`src/rtl/hash_pkg.sv`:
```
// Shared state encoding and default sizing for the hash word assembler.
package hash_pkg;

  localparam int unsigned DefWordWidth = 32;
  localparam int unsigned DefNumWords  = 8;

  typedef enum logic {
    StCollect = 1'b0,
    StDone    = 1'b1
  } state_e;

  // Width needed to hold a count from 0 to n inclusive.
  function automatic int unsigned count_width(input int unsigned n);
    return $clog2(n + 1);
  endfunction

endpackage

```
`src/rtl/hash_word_assembler_if.sv`:
```
// Word-in / vector-out bus of the hash word assembler.
interface hash_word_assembler_if #(
  parameter int unsigned WORD_WIDTH = hash_pkg::DefWordWidth,
  parameter int unsigned NUM_WORDS  = hash_pkg::DefNumWords
);

  localparam int unsigned AddrW  = $clog2(NUM_WORDS);
  localparam int unsigned CountW = hash_pkg::count_width(NUM_WORDS);

  logic                            in_valid;
  logic                            in_ready;
  logic [AddrW-1:0]                in_addr;
  logic [WORD_WIDTH-1:0]           in_data;
  logic                            out_valid;
  logic                            out_ready;
  logic [NUM_WORDS*WORD_WIDTH-1:0] hash_vector;
  logic [CountW-1:0]               word_count;
  logic                            dup_error;
  logic                            range_error;

  modport master (
    output in_valid, in_addr, in_data, out_ready,
    input  in_ready, out_valid, hash_vector, word_count, dup_error, range_error
  );

  modport slave (
    input  in_valid, in_addr, in_data, out_ready,
    output in_ready, out_valid, hash_vector, word_count, dup_error, range_error
  );

endinterface

```
`src/rtl/hash_slot_map.sv`:
```
// Maps a word index to the bit offset of its slot in the assembled vector.
module hash_slot_map #(
  parameter int unsigned WORD_WIDTH = 32,
  parameter int unsigned NUM_WORDS  = 8,
  parameter int unsigned WORD_ORDER = 0
) (
  input  logic [$clog2(NUM_WORDS)-1:0]            i_addr,
  output logic [$clog2(NUM_WORDS*WORD_WIDTH)-1:0] o_offset
);

  localparam int unsigned OffW = $clog2(NUM_WORDS * WORD_WIDTH);

  int unsigned w_slot;

  always_comb begin
    w_slot = 32'(i_addr);
    // Reversed order puts word 0 in the most significant slot.
    if (WORD_ORDER != 0) begin
      w_slot = NUM_WORDS - 1 - w_slot;
    end
    o_offset = OffW'(w_slot * WORD_WIDTH);
  end

endmodule

```
`src/rtl/hash_word_assembler.sv`:
```
// Collects indexed hash words in any order into one vector and holds the
// completed vector until the consumer takes it.
module hash_word_assembler
  import hash_pkg::*;
#(
  parameter int unsigned WORD_WIDTH = DefWordWidth,
  parameter int unsigned NUM_WORDS  = DefNumWords,
  parameter int unsigned WORD_ORDER = 0
) (
  input  logic                 i_clk,
  input  logic                 i_rst,
  input  logic                 i_flush,
  hash_word_assembler_if.slave io_bus
);

  localparam int unsigned AddrW    = $clog2(NUM_WORDS);
  localparam int unsigned AddrExtW = AddrW + 1;
  localparam int unsigned CountW   = count_width(NUM_WORDS);
  localparam int unsigned VecW     = NUM_WORDS * WORD_WIDTH;
  localparam int unsigned OffW     = $clog2(VecW);
  localparam logic [AddrW:0] NumWordsExt = AddrExtW'(NUM_WORDS);

  state_e                r_state;
  logic [VecW-1:0]       r_vector;
  logic [NUM_WORDS-1:0]  r_mask;
  logic [CountW-1:0]     r_count;
  logic                  r_dup;
  logic                  r_range;

  logic                  w_in_range;
  logic                  w_accept;
  logic                  w_hit;
  logic [NUM_WORDS-1:0]  w_mask_next;
  logic [OffW-1:0]       w_offset;

  hash_slot_map #(
    .WORD_WIDTH (WORD_WIDTH),
    .NUM_WORDS  (NUM_WORDS),
    .WORD_ORDER (WORD_ORDER)
  ) u_slot_map (
    .i_addr   (io_bus.in_addr),
    .o_offset (w_offset)
  );

  assign w_in_range = {1'b0, io_bus.in_addr} < NumWordsExt;
  assign w_accept   = io_bus.in_valid && (r_state == StCollect) && w_in_range;
  assign w_hit      = r_mask[io_bus.in_addr];

  always_comb begin
    w_mask_next = r_mask;
    if (w_accept) begin
      w_mask_next[io_bus.in_addr] = 1'b1;
    end
  end

  always_ff @(posedge i_clk) begin
    if (i_rst || i_flush) begin
      r_state  <= StCollect;
      r_vector <= '0;
      r_mask   <= '0;
      r_count  <= '0;
      r_dup    <= 1'b0;
      r_range  <= 1'b0;
    end else begin
      r_dup   <= 1'b0;
      r_range <= 1'b0;
      case (r_state)
        StCollect: begin
          if (io_bus.in_valid && !w_in_range) begin
            r_range <= 1'b1;
          end
          if (w_accept) begin
            r_vector[w_offset +: WORD_WIDTH] <= io_bus.in_data;
            r_mask <= w_mask_next;
            // A rewrite replaces the slot but must not count twice.
            if (w_hit) begin
              r_dup <= 1'b1;
            end else begin
              r_count <= r_count + CountW'(1);
            end
            if (&w_mask_next) begin
              r_state <= StDone;
            end
          end
        end
        StDone: begin
          if (io_bus.out_ready) begin
            r_state  <= StCollect;
            r_vector <= '0;
            r_mask   <= '0;
            r_count  <= '0;
          end
        end
        default: r_state <= StCollect;
      endcase
    end
  end

  assign io_bus.in_ready    = (r_state == StCollect);
  assign io_bus.out_valid   = (r_state == StDone);
  assign io_bus.hash_vector = r_vector;
  assign io_bus.word_count  = r_count;
  assign io_bus.dup_error   = r_dup;
  assign io_bus.range_error = r_range;

endmodule

```
`src/flat_wrapper.sv`:
```
// flat-port wrapper written by rule: the top's interface ports become plain ports
module hash_word_assembler_flat import hash_pkg::*;
#(
  parameter int unsigned WORD_WIDTH = DefWordWidth,
  parameter int unsigned NUM_WORDS  = DefNumWords,
  parameter int unsigned WORD_ORDER = 0
)
  (i_clk, i_rst, i_flush, io_bus_in_valid, io_bus_in_addr, io_bus_in_data, io_bus_out_ready, io_bus_in_ready, io_bus_out_valid, io_bus_hash_vector, io_bus_word_count, io_bus_dup_error, io_bus_range_error);
  hash_word_assembler_if #(.WORD_WIDTH(WORD_WIDTH), .NUM_WORDS(NUM_WORDS)) io_bus_i ();
  input  logic i_clk;
  input  logic i_rst;
  input  logic i_flush;
  input wire logic [$bits(io_bus_i.in_valid)-1:0] io_bus_in_valid;
  input wire logic [$bits(io_bus_i.in_addr)-1:0] io_bus_in_addr;
  input wire logic [$bits(io_bus_i.in_data)-1:0] io_bus_in_data;
  input wire logic [$bits(io_bus_i.out_ready)-1:0] io_bus_out_ready;
  output wire logic [$bits(io_bus_i.in_ready)-1:0] io_bus_in_ready;
  output wire logic [$bits(io_bus_i.out_valid)-1:0] io_bus_out_valid;
  output wire logic [$bits(io_bus_i.hash_vector)-1:0] io_bus_hash_vector;
  output wire logic [$bits(io_bus_i.word_count)-1:0] io_bus_word_count;
  output wire logic [$bits(io_bus_i.dup_error)-1:0] io_bus_dup_error;
  output wire logic [$bits(io_bus_i.range_error)-1:0] io_bus_range_error;
  assign io_bus_i.in_valid = io_bus_in_valid;
  assign io_bus_i.in_addr = io_bus_in_addr;
  assign io_bus_i.in_data = io_bus_in_data;
  assign io_bus_i.out_ready = io_bus_out_ready;
  assign io_bus_in_ready = io_bus_i.in_ready;
  assign io_bus_out_valid = io_bus_i.out_valid;
  assign io_bus_hash_vector = io_bus_i.hash_vector;
  assign io_bus_word_count = io_bus_i.word_count;
  assign io_bus_dup_error = io_bus_i.dup_error;
  assign io_bus_range_error = io_bus_i.range_error;
  hash_word_assembler #(.WORD_WIDTH(WORD_WIDTH), .NUM_WORDS(NUM_WORDS), .WORD_ORDER(WORD_ORDER)) u_core (.i_clk(i_clk), .i_rst(i_rst), .i_flush(i_flush), .io_bus(io_bus_i));
endmodule
```
`config.mk`:
```
export PLATFORM = sky130hd
export DESIGN_NAME = hash_word_assembler_flat
export DESIGN_NICKNAME = d
export VERILOG_FILES = /design/src/rtl/hash_pkg.sv /design/src/rtl/hash_word_assembler_if.sv /design/src/rtl/hash_slot_map.sv /design/src/rtl/hash_word_assembler.sv /design/src/flat_wrapper.sv
export SDC_FILE = /design/constraint.sdc
export NUM_CORES = 1
export LEC_CHECK = 0
export ABC_AREA = 0
export CORE_UTILIZATION = 25
export CTS_CLUSTER_DIAMETER = 30
export DETAILED_ROUTE_END_ITERATION = 7
export PLACE_DENSITY_LB_ADDON = 0.2
export SYNTH_ARGS = -nofsm -noshare
export SYNTH_HDL_FRONTEND = slang
export SYNTH_SLANG_ARGS = --single-unit
```
`constraint.sdc`:
```
create_clock -name i_clk -period 2.3 [get_ports i_clk]
set_input_delay 0.46 -clock i_clk [delete_from_list [all_inputs] [get_ports i_clk]]
set_output_delay 0.46 -clock i_clk [all_outputs]
set_load 0.01 [all_outputs]
```
==> impl_metrics.json <==
{
  "wl_met1_um": 18200,
  "start_kind": "input pin",
  "viasPerCell": 4.83,
  "endpoint_kind": "flop",
  "fin_crit_sh_pct": 94.4,
  "synth_fp_nets": 1128,
  "rsz0062_at_grt": "no",
  "post-dp-hpwl_um": 26700,
  "max_slew.worst_pin.slew_ns": 0.673,
  "ios": 304,
  "dieArea_um2": 42900,
  "clock-skew-final_ns": 0.0176,
  "synthesis.area_um2": 10500,
  "peakVddDrop_mv": 0.489,
  "setup_violations": 0,
  "clockBufferDepth": 3,
  "grt.total_usage_pct": 19.1,
  "power_mw": 16.8,
  "grt_pass1_wl_um": 62400,
  "layout.nets": 1440,
  "die_height_um": 207,
  "wl_per_cell_um": 20.7,
  "drv_slew": 0,
  "cts_tree": "yes",
  "cts-root-buf": "clkbuf_16",
  "critPathRequiredTime_ns": 2.74,
  "syn_inst": 1081,
  "drive_above_1_share_pct": 19.6,
  "p_per_area_nw_per_um2": 983,
  "yosys_warnings": 0,
  "coreArea_um2": 41100,
  "drtAntennaViolNets": 0,
  "clk_latency_ns": 0.58,
  "wl_met2_um": 18600,
  "overflow": 0,
  "portBuffers": 302,
  "mostFrequentLayoutCells": "clkdlybuf4s50_1, dfxtp_1, nand3_1",
  "fp.dieW_um": 207,
  "fp-row-count": 74,
  "whs_ns": 0.461,
  "synth_cell_types": 45,
  "highest_layer": "met4",
  "fin_crit_ns": 2.17,
  "grt_max_degree": 101,
  "fmax_ghz": 0.461,
  "syn_to_final_growth_pct": 62.5,
  "gp_congestion": 0.746,
  "p_leak_nw": 5.95,
  "hold_class": "reg2reg",
  "drc": 18,
  "numCtsBuffers": 76,
  "ys_ff_latch": 270,
  "outcome": "finished, violations left",
  "layout_commonest_cell": "clkdlybuf4s50_1",
  "htree_levels": 3,
  "antenna_found_initial": 0,
  "arrival_ns": 2.61,
  "slew_headroom_pct": 55.0,
  "diodes": 0,
  "drv_cap": 0,
  "yosysSeqAreaShare_pct": 51.4,
  "critPathKind": "in2reg",
  "dr_total_vias": 9584,
  "drtPass1Iterations": 8,
  "hold_viol_final": 0,
  "post_cts_buffers": 0,
  "cts_hold_buffers": 0,
  "start_util_pct": 25.6,
  "drt_iter0_drc": 688,
  "dr_wl_met3_um": 3190,
  "post_cts_resized": 0,
  "path_clk_slew_ns": 0.04,
  "cts.sink_count": 270,
  "grt_pass1_vias": 9666,
  "syn_avg_cell_area_um2": 9.72,
  "cp_max_fo": 32,
  "violations": "DRC",
  "routed_wl_um": 41100
}
## logic make-up after synthesis
| logic type | after synthesis | synth area share, % |
|---|---|---|
| AND/OR/NAND/NOR | 373 | 17.2 |
| AO/OA/AOI/OAI | 280 | 22.2 |
| flip-flops | 270 | 51.4 |
| buffers and inverters | 143 | 7.44 |
| multiplexers | 7 | 0.786 |
| adder cells (fa/ha/maj) | 7 | 0.833 |
| other | 1 | 0.0357 |
## routing by layer
layer  GRT usage, %  vias to the layer above
met5              0                        -
met4           7.57                        0
met3           6.32                       75
met2           29.5                      350
met1           24.4                     4615
li1               -                     4544
## power breakdown
group	internal (mW)	leakage [nW]	switching, mW
clock	8.21	1.34	3.11
sequential	4.72	2.17	0.0115
combinational	0.273	2.43	0.459
## state kept, by name, summed over array words and instances, names as in the netlist
register                   count
u_core.io_bus.word_count       4
u_core.io_bus.out_valid        1
u_core.io_bus.hash_vector    256
u_core.io_bus.dup_error        1
u_core.r_mask                  8
## final cells by class
type / count / area (um2)
fill: 3995 / 24000
sequential: 270 / 5410
multi-input combinational: 668 / 4390
timing repair buffer: 370 / 3820
clock buffer: 95 / 2060
clock inverter: 42 / 708
tap: 532 / 666
inverter: 7 / 26.3
## critical path, cell delays in order
cell	delay, ns
clkdlybuf4s50_1	0.49
inv_2	0.05
ha_2	0.20
ha_4	0.27
o21ai_2	0.05
or4b_2	0.67
buf_12	0.21
nand3_1	0.10
a21oi_1	0.08
## cell usage after synthesis, drive strengths merged
library cell	n	area [um2]
dfxtp	270	5410
nand3	134	696
nor2	105	469
nand2	104	390
a21oi	102	510
buf	94	598
a32oi	67	587
a22o	64	561
clkbuf	42	158
a2bb2oi	33	477
ha	7	87.6
inv	7	26.3
mux2i	6	60.1
a21o	5	37.5
a41oi	5	138
nor2b	5	31.3
nor3	5	35.0
nand4	3	18.8
nor4b	3	53.8
or3	3	23.8
and2	2	12.5
and4b	2	20.0
a31oi	1	6.26
and2b	1	8.76
and3	1	6.26
and4	1	8.76
conb	1	3.75
mux4	1	22.5
nand4b	1	8.76
nor3b	1	12.5
o21ai	1	5.00
o31ai	1	7.51
o41ai	1	8.76
or2	1	6.26
or4b	1	10.0
## metrics by stage
step | setup TNS, ns | utilization, % | setup WS, ns | cells | area (um2)
6_report | 0 | 41.5 | 0.130 | 1984 | 17100
3_3_place_gp | -86.38 | 34.8 | -0.433 | 1847 | 14300
3_5_place_dp | -88.55 | 34.8 | -0.442 | 1847 | 14300
4_1_cts | 0 | 41.5 | 0.157 | 1984 | 17100
2_1_floorplan | 0 | - | 0.0164 | 1081 | 10500
5_1_grt | 0 | 41.5 | 0.0270 | 1984 | 17100
## final timing paths
| kind | slack, ns | from | cells past startpoint | to |
|---|---|---|---|---|
| worst min register to register | 0.46 | u_core.io_bus.hash_vector[136]$_SDFFE_PP0P_ | 2 | u_core.io_bus.hash_vector[136]$_SDFFE_PP0P_ |
| worst max-delay path | 0.13 | io_bus_in_addr[0] | 9 | u_core.io_bus.hash_vector[143]$_SDFFE_PP0P_ |
| worst max register to register | 0.47 | u_core.io_bus.out_valid$_SDFF_PP0_ | 5 | u_core.io_bus.hash_vector[143]$_SDFFE_PP0P_ |
| worst min-delay path | 0.46 | u_core.io_bus.hash_vector[136]$_SDFFE_PP0P_ | 2 | u_core.io_bus.hash_vector[136]$_SDFFE_PP0P_ |
No activity file was read; power rests on OpenSTA's default activity.
